## config.mk

```make
export PLATFORM = sky130hd
export DESIGN_NAME = mux_rr_sched
export DESIGN_NICKNAME = d
export VERILOG_FILES = /design/src/rtl/mux_rr_sched_pkg.sv /design/src/rtl/mux_rr_sched_pick.sv /design/src/rtl/mux_rr_sched.sv
export SDC_FILE = /design/constraint.sdc
export NUM_CORES = 1
export LEC_CHECK = 0
export ABC_AREA = 1
export BUFFER_PORTS_ARGS = -buffer_cell sky130_fd_sc_hd__buf_4
export CORE_ASPECT_RATIO = 1.2
export CORE_MARGIN = 8
export CORE_UTILIZATION = 43
export CTS_CLUSTER_DIAMETER = 30
export DETAILED_ROUTE_END_ITERATION = 12
export PLACE_DENSITY = 0.8
export SLEW_MARGIN = 10
export SYNTH_ARGS = -nofsm -noshare
export SYNTH_HDL_FRONTEND = slang
export SYNTH_SLANG_ARGS = --single-unit
```

## constraint.sdc

```tcl
create_clock -name clk -period 1.85 [get_ports clk]
set_input_delay 0.0925 -clock clk [delete_from_list [all_inputs] [get_ports clk]]
set_output_delay 0.0925 -clock clk [all_outputs]
set_load 0.02 [all_outputs]
```

## src/rtl/mux_rr_sched_pkg.sv

```systemverilog
// Shared types for the round-robin 4:1 mux scheduler: channel count,
// channel index type and the output-register state encoding.
package mux_rr_pkg;

    localparam int CH_NUM = 4;

    typedef logic [1:0] ch_idx_t;

    // Output register occupancy; the encoding doubles as o_valid.
    typedef enum logic {
        EMPTY = 1'b0,
        FULL  = 1'b1
    } state_e;

endpackage

```

## src/rtl/mux_rr_sched_pick.sv

```systemverilog
// Combinational rotate-priority picker: searches last+1, last+2, last+3, last
// and reports the first requesting channel.
module mux_rr_pick
    import mux_rr_pkg::*;
(
    input  logic [CH_NUM-1:0] req,
    input  ch_idx_t           last,
    output logic              found,
    output ch_idx_t           win
);

    // First set request in rotated order wins; offset CH_NUM wraps back onto last.
    always_comb begin
        found = 1'b0;
        win   = last;
        for (int s = 1; s <= CH_NUM; s++) begin
            if (!found && req[ch_idx_t'(last + ch_idx_t'(s))]) begin
                found = 1'b1;
                win   = ch_idx_t'(last + ch_idx_t'(s));
            end else begin
                found = found;
            end
        end
    end

endmodule

```

## src/rtl/mux_rr_sched.sv

```systemverilog
// Round-robin scheduler and registered output stage for the 4:1 mux datapath,
// handing the selected word downstream over a valid/ready handshake.
module mux_rr_sched
    import mux_rr_pkg::*;
#(
    parameter int width  = 4,
    parameter int swidth = 2
) (
    input  logic              clk,
    input  logic              rst_n,
    input  logic [3:0]        req,
    input  logic [width-1:0]  i0,
    input  logic [width-1:0]  i1,
    input  logic [width-1:0]  i2,
    input  logic [width-1:0]  i3,
    output logic [3:0]        ack,
    output logic [swidth-1:0] sel,
    output logic [width-1:0]  o,
    output logic              o_valid,
    input  logic              o_ready
);

    state_e           state_q, state_d;
    ch_idx_t          last_q, last_d;
    ch_idx_t          sel_q, sel_d;
    logic [width-1:0] o_q, o_d;
    logic             load_en_s;
    logic             found_s;
    ch_idx_t          win_s;
    logic [width-1:0] data_sel_s;
    logic [3:0]       ack_s;

    mux_rr_pick u_pick (
        .req   (req),
        .last  (last_q),
        .found (found_s),
        .win   (win_s)
    );

    assign load_en_s = (state_q == EMPTY) || o_ready;

    // Data select for the winning channel.
    always_comb begin
        case (win_s)
            2'd0:    data_sel_s = i0;
            2'd1:    data_sel_s = i1;
            2'd2:    data_sel_s = i2;
            2'd3:    data_sel_s = i3;
            default: data_sel_s = i0;
        endcase
    end

    // Next-state and output-register update; ack is suppressed while in reset.
    always_comb begin
        state_d = state_q;
        last_d  = last_q;
        sel_d   = sel_q;
        o_d     = o_q;
        ack_s   = 4'b0000;
        if (load_en_s) begin
            if (found_s) begin
                state_d = FULL;
                last_d  = win_s;
                sel_d   = win_s;
                o_d     = data_sel_s;
                ack_s   = rst_n ? (4'b0001 << win_s) : 4'b0000;
            end else begin
                state_d = EMPTY;
            end
        end else begin
            state_d = state_q;
        end
    end

    // State and output registers; pointer resets to 3 so channel 0 leads.
    always_ff @(posedge clk or negedge rst_n) begin
        if (!rst_n) begin
            state_q <= EMPTY;
            last_q  <= 2'd3;
            sel_q   <= 2'd0;
            o_q     <= '0;
        end else begin
            state_q <= state_d;
            last_q  <= last_d;
            sel_q   <= sel_d;
            o_q     <= o_d;
        end
    end

    assign ack     = ack_s;
    assign sel     = sel_q;
    assign o       = o_q;
    assign o_valid = (state_q == FULL);

endmodule

```

After elaboration in Yosys (flattened, before gate mapping)
Index checks and enable logic that the tools add are counted.

word-level totals
  bits of input ports = 23
  register bits after elaboration = 9
  output and inout bits = 11
  word-level logic and storage cells = 46

operators by class
  $add $sub $neg = 3
  muxes and demuxes = 21
  reduce and logical (&&, ||, !) cells = 9
  shift operators = 1
  bitwise operators = 1
  magnitude comparators = 4
  equal/unequal tests = 3

operator list
  kind                                                                           number
  4-bit case mux with 4 select lines                                             1
  2-bit by 3-bit less-than comparator with 1-bit output (second input constant)  4
  4-bit 2-to-1 mux                                                               3
  1-bit 2-to-1 mux                                                               9
  1-bit binary-select mux with 2-bit select                                      4
  2-bit 2-to-1 mux                                                               4
  2-bit adder (second input constant)                                            2
  2-bit equality test (second input constant)                                    2
  1-bit by 2-bit << shifter with 4-bit output (first input constant)             1
  1-bit logical AND                                                              3
  1-bit zero test                                                                3
  2-bit by 1-bit adder with 2-bit output (second input constant)                 1
  2-bit by 1-bit equality test with 1-bit output (second input constant)         1
  2-bit zero test                                                                1
  2-bit AND reduction                                                            1
  1-bit logical OR                                                               1
  1-bit NOT                                                                      1

Depth between registers and ports, before layout
Gate-level depths: netlist of run 1.

  word-level depth = 17
  depth in mapped cells = 16
  gate-level depth less buffers = 15

By module
From an unflattened synthesis of run 1, not the netlist that was laid out.

unflattened totals
  cell total of the unflattened synthesis = 119
  area total of the unflattened synthesis = 758.2 um2

modules (own cells, without submodules)
  module        instances  area each (um2)  cells each  seq. area each (um2)
  mux_rr_sched  1          526.8            73          227.7
  mux_rr_pick   1          231.5            46          0.0

Worst setup path before layout of run 1
OpenSTA, ideal clock, no wires.

  path type = register to output
  start = reg last_q[0]
  end = out ack[1]
  path buffers = 2
  cell stages (with the launch flop) = 13
  required time = 1.757 ns
  setup slack = -0.156 ns
  arrival = 1.914 ns
  path through = dfstp_2 > buf_6 > inv_6 > nand2_1 > nand2_2 > nand2_4 > nand2_4 > inv_2 > nand3_2 > nand3_2 > nand2_4 > buf_6 > nor3_1

on the way
  word-level cells in the longest chain between the ends = 17
  elaborated cells between the ends (all ways) = 29
  classes of those cells = add/sub (3); shift (1); mux (19); reduce/logical (6)

RTL lines
  what                                         RTL line                                          source
  start: declaration                           mux_rr_sched.sv:24                                ch_idx_t last_q, last_d;
  start signal: assignment                     mux_rr_sched.sv:84                                last_q <= last_d;
  2-bit by 1-bit adder with 2-bit output       mux_rr_sched_pick.sv:17, mux_rr_sched_pick.sv:19
  1-bit binary-select mux with 2-bit select    mux_rr_sched_pick.sv:17                           if (!found && req[ch_idx_t'(last + ch_idx_t'(s))]) begin
  1-bit 2-to-1 mux (not written as such)       mux_rr_sched_pick.sv:17
  1-bit 2-to-1 mux                             mux_rr_sched_pick.sv:17
  1-bit zero test                              mux_rr_sched_pick.sv:17
  1-bit logical AND                            mux_rr_sched_pick.sv:17
  1-bit 2-to-1 mux                             mux_rr_sched_pick.sv:17
  1-bit zero test                              mux_rr_sched_pick.sv:17
  1-bit logical AND                            mux_rr_sched_pick.sv:17
  1-bit 2-to-1 mux                             mux_rr_sched_pick.sv:17
  1-bit zero test                              mux_rr_sched_pick.sv:17
  1-bit logical AND                            mux_rr_sched_pick.sv:17
  2-bit 2-to-1 mux                             mux_rr_sched_pick.sv:17
  1-bit by 2-bit << shifter with 4-bit output  mux_rr_sched.sv:66                                ack_s = rst_n ? (4'b0001 << win_s) : 4'b0000;
  4-bit 2-to-1 mux                             mux_rr_sched.sv:66
  4-bit 2-to-1 mux *                           mux_rr_sched.sv:61                                if (found_s) begin
  4-bit 2-to-1 mux *                           mux_rr_sched.sv:60                                if (load_en_s) begin
  end: declaration                             mux_rr_sched.sv:16                                output logic [3:0] ack,

Every way passes the cells marked *; elsewhere a longest branch is shown, timed or not. The select of a mux whose other input is x is not followed.

Worst setup path after layout of run 1
Same ends and word-level chain as after synthesis.

==> results.yml, run 1 <==
drt:
  wire_per_inst_um: 15.9
  vias_per_cell: 5.26
  ant_nets: 0
  highest_layer: "met4"
  wl_um: 3280
  met2WireLength_um: 1800
  wirelength_met1_um: 1200
  met3_length_um: 167
  drt_iter0_markers: 34
  route.detailed.drc: 0
  via_count: 1084
  dr.pass1.iters: 4
floorplan:
  dieWidth_um: 56.4
  die_h_um: 64.5
  start_util_pct: 45.5
  num_rows: 17
  core_mm2: 0.00185
  die-area_mm2: 0.00364
  io_pins: 34
setup_path:
  reg2reg_to: "o[2]$_DFFE_PN0P_"
  cpMostUsedCell: "nand2_4"
  reg2reg_depth: 16
  reg2reg_slack_ns: -0.30
  worstPathCellList: "buf_6 > nand2_4 > nand2_4 > nand2_4 > nand2_4 > nor2_4 > nand4_1 > nand2_1 > inv_2 > nand2_4 > nor3_4 > buf_6"
  critPathKind: "register to output port"
  crit_fanout: 4
  crit_family: "simple AND/OR/NAND/NOR gates"
  startpoint_type: "register"
  end_kind: "output port"
  arrival_ns: 2.16
  crit_start: "last_q[0]$_DFFE_PN1P_"
  crit_path_top_delay_cell: "dfstp_2"
  path_buf_inv: 3
  rr_startpoint: "last_q[0]$_DFFE_PN1P_"
  crit_required_ns: 1.76
  slowest_delay_ns: 0.59
cells_and_area:
  fin_area_mm2: 0.00152
  drive_above_1_share_pct: 59.9
  seq_area_um2: 228
  multi_input_area_um2: 699
  finalNetCount: 211
  syn2layout_area_growth_pct: 80.2
  instances_no_fill: 206
  nFillCells: 121
  fin_util_pct: 82.0
  n_antenna_cell: 0
clock_network:
  clock-sinks: 9
  clockBufferDepth: 2
  htree_levels: 1
  cts_root_buf: "clkbuf_4"
  cts_tree: "built"
  cts.clk_slew.worst_paths_ns: 0.06
  insertion_delay_ns: 0.27
  cts_buffers: 3
sta:
  finClkSkew_ns: 0.00510
  fin_ws_ns: -0.400
  final-max-slew-violation-count: 0
  fmax_mhz: 445
  hold_violations: 0
  grt_setup_unrepaired: "yes"
  min_period_ns: 2.25
  worst_pin_slew_ns: 0.187
  setup_viol: 13
  slew_headroom_pct: 87.5
  period_share_pct: 122
place:
  dp.cells: 189
  io_buffers: 33
  post_dp_cell_area_mm2: 0.00118
  gp_congestion: 0.864
  dp_hpwl_um: 2020
synth:
  netlist_instances: 129
  synth_nets: 152
  avgSynthCellArea_um2: 6.53
  syn_area_um2: 842
  synth-seq-cells: 9
  ys_warn_count: 0
  synth.distinct_cells: 24
  ys_seq_area_share_pct: 27.0
global_route:
  grt_pass1_vias: 1223
  grt_pass1_wl_um: 5170
  grt.overflow.total: 0
  antenna_found_initial: 0
  grt_max_degree: 12
  track_usage_pct: 17.2
hold_path:
  min-delay-start: "o_ready"
  hold_path.class: "primary input to register"
  hold_end: "o_valid$_DFFE_PN0P_"
  min_path_cells: 4
run_status:
  failed_checks: "setup timing"
  status: "finished, violations left"
flow_run:
  maxCapViolCount: 0
## through the flow
| stage | setup slack (ns) | hold slack (ns) | setup TNS, ns |
|---|---|---|---|
| CTS | -0.281 | 0.0908 | -2.29 |
| global route | -0.448 | 0.136 | -3.83 |
| floorplan | 0.00881 | -0.203 | 0 |
| finish | -0.400 | 0.111 | -2.99 |
| detailed placement | -0.114 | -0.0755 | -0.567 |
| global placement | -0.0334 | -0.0780 | -0.0877 |
## cell usage in the layout, fill, tap and decap left out
master	n
dfrtp_1	7
nor3_4	1
nand3_2	3
nand2_2	12
o21ai_1	1
nand3_1	4
clkbuf_4	3
buf_12	1
nand4_1	3
nand2_4	16
o21bai_1	3
inv_1	8
nand2_1	36
dfstp_2	2
a21oi_2	1
nand3_4	4
clkbuf_1	1
nor2_1	7
nor2_4	3
buf_4	48
dlygate4sd3_1	1
buf_6	7
a21oi_1	2
nor3_2	2
inv_8	2
o21ai_2	2
o21ai_0	2
inv_2	5
## what timing repair did
action / in CTS / in global routing
setup buffers: 14 / 0
endpoints found under the hold margin: 9 / 0
endpoints found under the setup margin: 8 / 13
hold buffers: 1 / 0
gates resized for setup: 40 / 15
pin swaps: 18 / 9
## Yosys cell counts
| library cell | instances | area, um2 |
|---|---|---|
| nor2_1 | 7 | 26.3 |
| dfstp_2 | 2 | 52.6 |
| nand2_2 | 3 | 18.8 |
| inv_6 | 1 | 8.76 |
| nand2_4 | 5 | 56.3 |
| a21oi_2 | 1 | 8.76 |
| nand4_1 | 3 | 18.8 |
| nor2_2 | 1 | 6.26 |
| a21oi_1 | 2 | 10.0 |
| inv_4 | 1 | 6.26 |
| dfrtp_1 | 7 | 175 |
| nand3_2 | 3 | 30.0 |
| o21ai_0 | 3 | 15.0 |
| o21ai_1 | 2 | 10.0 |
| nand3_4 | 1 | 17.5 |
| nor2_4 | 2 | 22.5 |
| inv_1 | 10 | 37.5 |
| o21bai_1 | 3 | 22.5 |
| nand3_1 | 7 | 35.0 |
| nor3_1 | 3 | 15.0 |
| buf_2 | 1 | 5.00 |
| nand2_1 | 56 | 210 |
| inv_2 | 3 | 11.3 |
| buf_6 | 2 | 22.5 |
## registers in the layout, indices dropped and copies added (netlist names)
signal,flops
o,4
o_valid,1
sel,2
last_q,2
## worst min-delay path, cell delays in order
cell and delay [ns]:
buf_4 0.08, inv_1 0.03, nand2_1 0.07, nand2_1 0.07
## layer usage
metal / up-vias / GRT usage, %
met5: - / 0
met4: 0 / 10.2
met3: 10 / 5.46
met2: 38 / 32.8
met1: 519 / 15.2
li1: 517 / -
## cell families (layout without fill, tap and decap cells)
family	count (synthesis)	after routing	share of synthesized area, %
compound gates	11	11	7.87
buf+inv	18	76	10.8
flops	9	9	27.0
simple gates	91	91	54.2
## final cells by class
cell class | count | share of cell area (%)
flip-flops and latches | 9 | 15.0
well taps | 19 | 1.57
multi-input cells | 102 | 46.1
inverters | 15 | 4.70
repair buffers | 57 | 30.9
clock buffers | 4 | 1.73
## how the worst max path moves through the flow
stage                            end  slack, ns  depth (start not counted)
finish                        ack[1]      -0.40                         12
floorplan                     ack[1]      0.009                         12
global route                  ack[1]      -0.45                         12
CTS                           ack[2]      -0.28                         13
detailed placement  o[0]$_DFFE_PN0P_      -0.11                         14
global placement    o[0]$_DFFE_PN0P_      -0.03                         14
Power of run 1 is not shown: default switching activity piles up to over one toggle a cycle in this logic, so the estimate is an artifact.
==> run 2: changes to the inputs <==
- REMOVE_ABC_BUFFERS: default -> 1
- SETUP_SLACK_MARGIN: default -> 0.3
==> run 2 against run 1 <==
Against the previous run: the flow still finishes with violations (setup timing); register-to-register slack gained 0.03 ns; largest cell class unchanged; setup slack improved by 0.045 ns; utilization up 1.0 points; non-clock buffer count is 4 higher; final cell count grew 1.9%; hold slack lost 0.032 ns; sequential share of layout area decreased by 0.18 points; first-iteration DRC count is 26% lower; maximum frequency up 2.0%; wire length shrank 1.7%; die area unchanged; clock-buffer cell count is the same.
==> results.yml, run 2 (synthesis gave the netlist of run 1 again) <==
global_route:
  grt_pass1_vias: 1126
  grt_pass1_wl_um: 4860
  track_usage_pct: 15.6
  grt.overflow.total: 0
  antenna_found_initial: 0
  grt_max_degree: 11
setup_path:
  reg2reg_depth: 16
  slowest_delay_ns: 0.56
  crit_fanout: 7
  worstPathCellList: "buf_12 > inv_8 > nand2_2 > nand3_2 > nand2_2 > inv_2 > nor2_4 > nand4_1 > nand2_1 > inv_2 > nand2_4 > nor3_2 > buf_4"
  end_kind: "output port"
  crit_start: "last_q[0]$_DFFE_PN1P_"
  crit_family: "simple AND/OR/NAND/NOR gates"
  path_buf_inv: 5
  critPathKind: "register to output port"
  rr_startpoint: "last_q[0]$_DFFE_PN1P_"
  reg2reg_slack_ns: -0.27
  crit_required_ns: 1.76
  arrival_ns: 2.11
  crit_path_top_delay_cell: "dfstp_2"
  reg2reg_to: "o[1]$_DFFE_PN0P_"
  startpoint_type: "register"
clock_network:
  clockBufferDepth: 2
  clock-sinks: 9
  htree_levels: 1
  cts_tree: "built"
  cts_root_buf: "clkbuf_4"
  cts_buffers: 3
  insertion_delay_ns: 0.27
  cts.clk_slew.worst_paths_ns: 0.07
drt:
  wire_per_inst_um: 15.3
  drt_iter0_markers: 25
  ant_nets: 0
  wl_um: 3220
  route.detailed.drc: 0
  vias_per_cell: 5.31
  dr.pass1.iters: 4
  via_count: 1115
floorplan:
  die-area_mm2: 0.00364
  io_pins: 34
  die_h_um: 64.5
  core_mm2: 0.00185
  dieWidth_um: 56.4
  num_rows: 17
  start_util_pct: 45.5
sta:
  min_period_ns: 2.20
  grt_setup_unrepaired: "yes"
  final-max-slew-violation-count: 0
  fmax_mhz: 454
  setup_viol: 13
  fin_ws_ns: -0.355
  slew_headroom_pct: 89.5
  hold_violations: 0
  hold_slack_ns: 0.0789
  finClkSkew_ns: 0.0101
  worst_pin_slew_ns: 0.158
  period_share_pct: 119
run_status:
  failed_checks: "setup timing"
  status: "finished, violations left"
cells_and_area:
  mostFrequentLayoutCells: "buf_4, nand2_1, nand2_4, nand2_2"
  drive_above_1_share_pct: 60.7
  final_common_cell: "buf_4"
  finalNetCount: 215
  largest_reg_flops: 4
  n_antenna_cell: 0
  syn2layout_area_growth_pct: 82.5
hold_path:
  min-delay-start: "o_ready"
  hold_path.class: "primary input to register"
  hold_end: "o_valid$_DFFE_PN0P_"
  min_path_cells: 4
place:
  gp_congestion: 0.830
  dp_slack_ns: -0.127
  dp_hpwl_um: 1910
  io_buffers: 33
flow_run:
  maxCapViolCount: 0
[run 2: through the flow]
step                TNS, ns  instances  utilization [%]  cell area (um2)
floorplan            -0.723        126                -              815
global placement     -0.207        189             63.2             1170
detailed placement   -0.661        189             63.2             1170
CTS                   -1.64        204             76.7             1420
global route          -3.60        210             83.0             1540
finish                -2.76        210             83.0             1540
[run 2: worst register-to-register path, cell delays in order, from the launching register on]
cell and delay [ns]:
dfstp_2 0.56, buf_12 0.12, inv_8 0.05, nand2_2 0.09, nand3_2 0.09, nand2_2 0.11, inv_2 0.06, nor2_4 0.14
nand3_2 0.11, nand2_4 0.12, inv_8 0.05, buf_6 0.12, o21bai_4 0.15, nand2_1 0.08, nand2_1 0.06, nand2_1 0.05
nand2_1 0.05
[run 2: what timing repair did]
action | in CTS | in global routing
buffers inserted | 10 | 6
hold buffers | 1 | 0
endpoints found under the setup margin | 13 | 13
gates resized for setup | 40 | 17
pin swaps | 19 | 20
hold endpoints to repair | 9 | 0
[run 2: worst max path at each step]
stage | end | depth (start not counted)
finish | ack[2] | 13
global route | ack[0] | 14
CTS | ack[0] | 13
detailed placement | ack[2] | 11
global placement | o[0]$_DFFE_PN0P_ | 14
floorplan | ack[1] | 10
[run 2: area by class of cell]
class | instances | area (um2)
timing repair buffer | 61 | 503
fill | 101 | 314
tap | 19 | 23.8
clock buffer | 4 | 26.3
inverter | 15 | 73.8
sequential | 9 | 228
multi-input combinational | 102 | 682
[run 2: layer usage]
metal / GRT usage, % / part of all wire [%]
met4: 5.72 / 2.0
met1: 16.8 / 38
met3: 3.51 / 4.8
met5: 0 / 0
met2: 28.7 / 55
Power of run 2 is left out for the same reason.
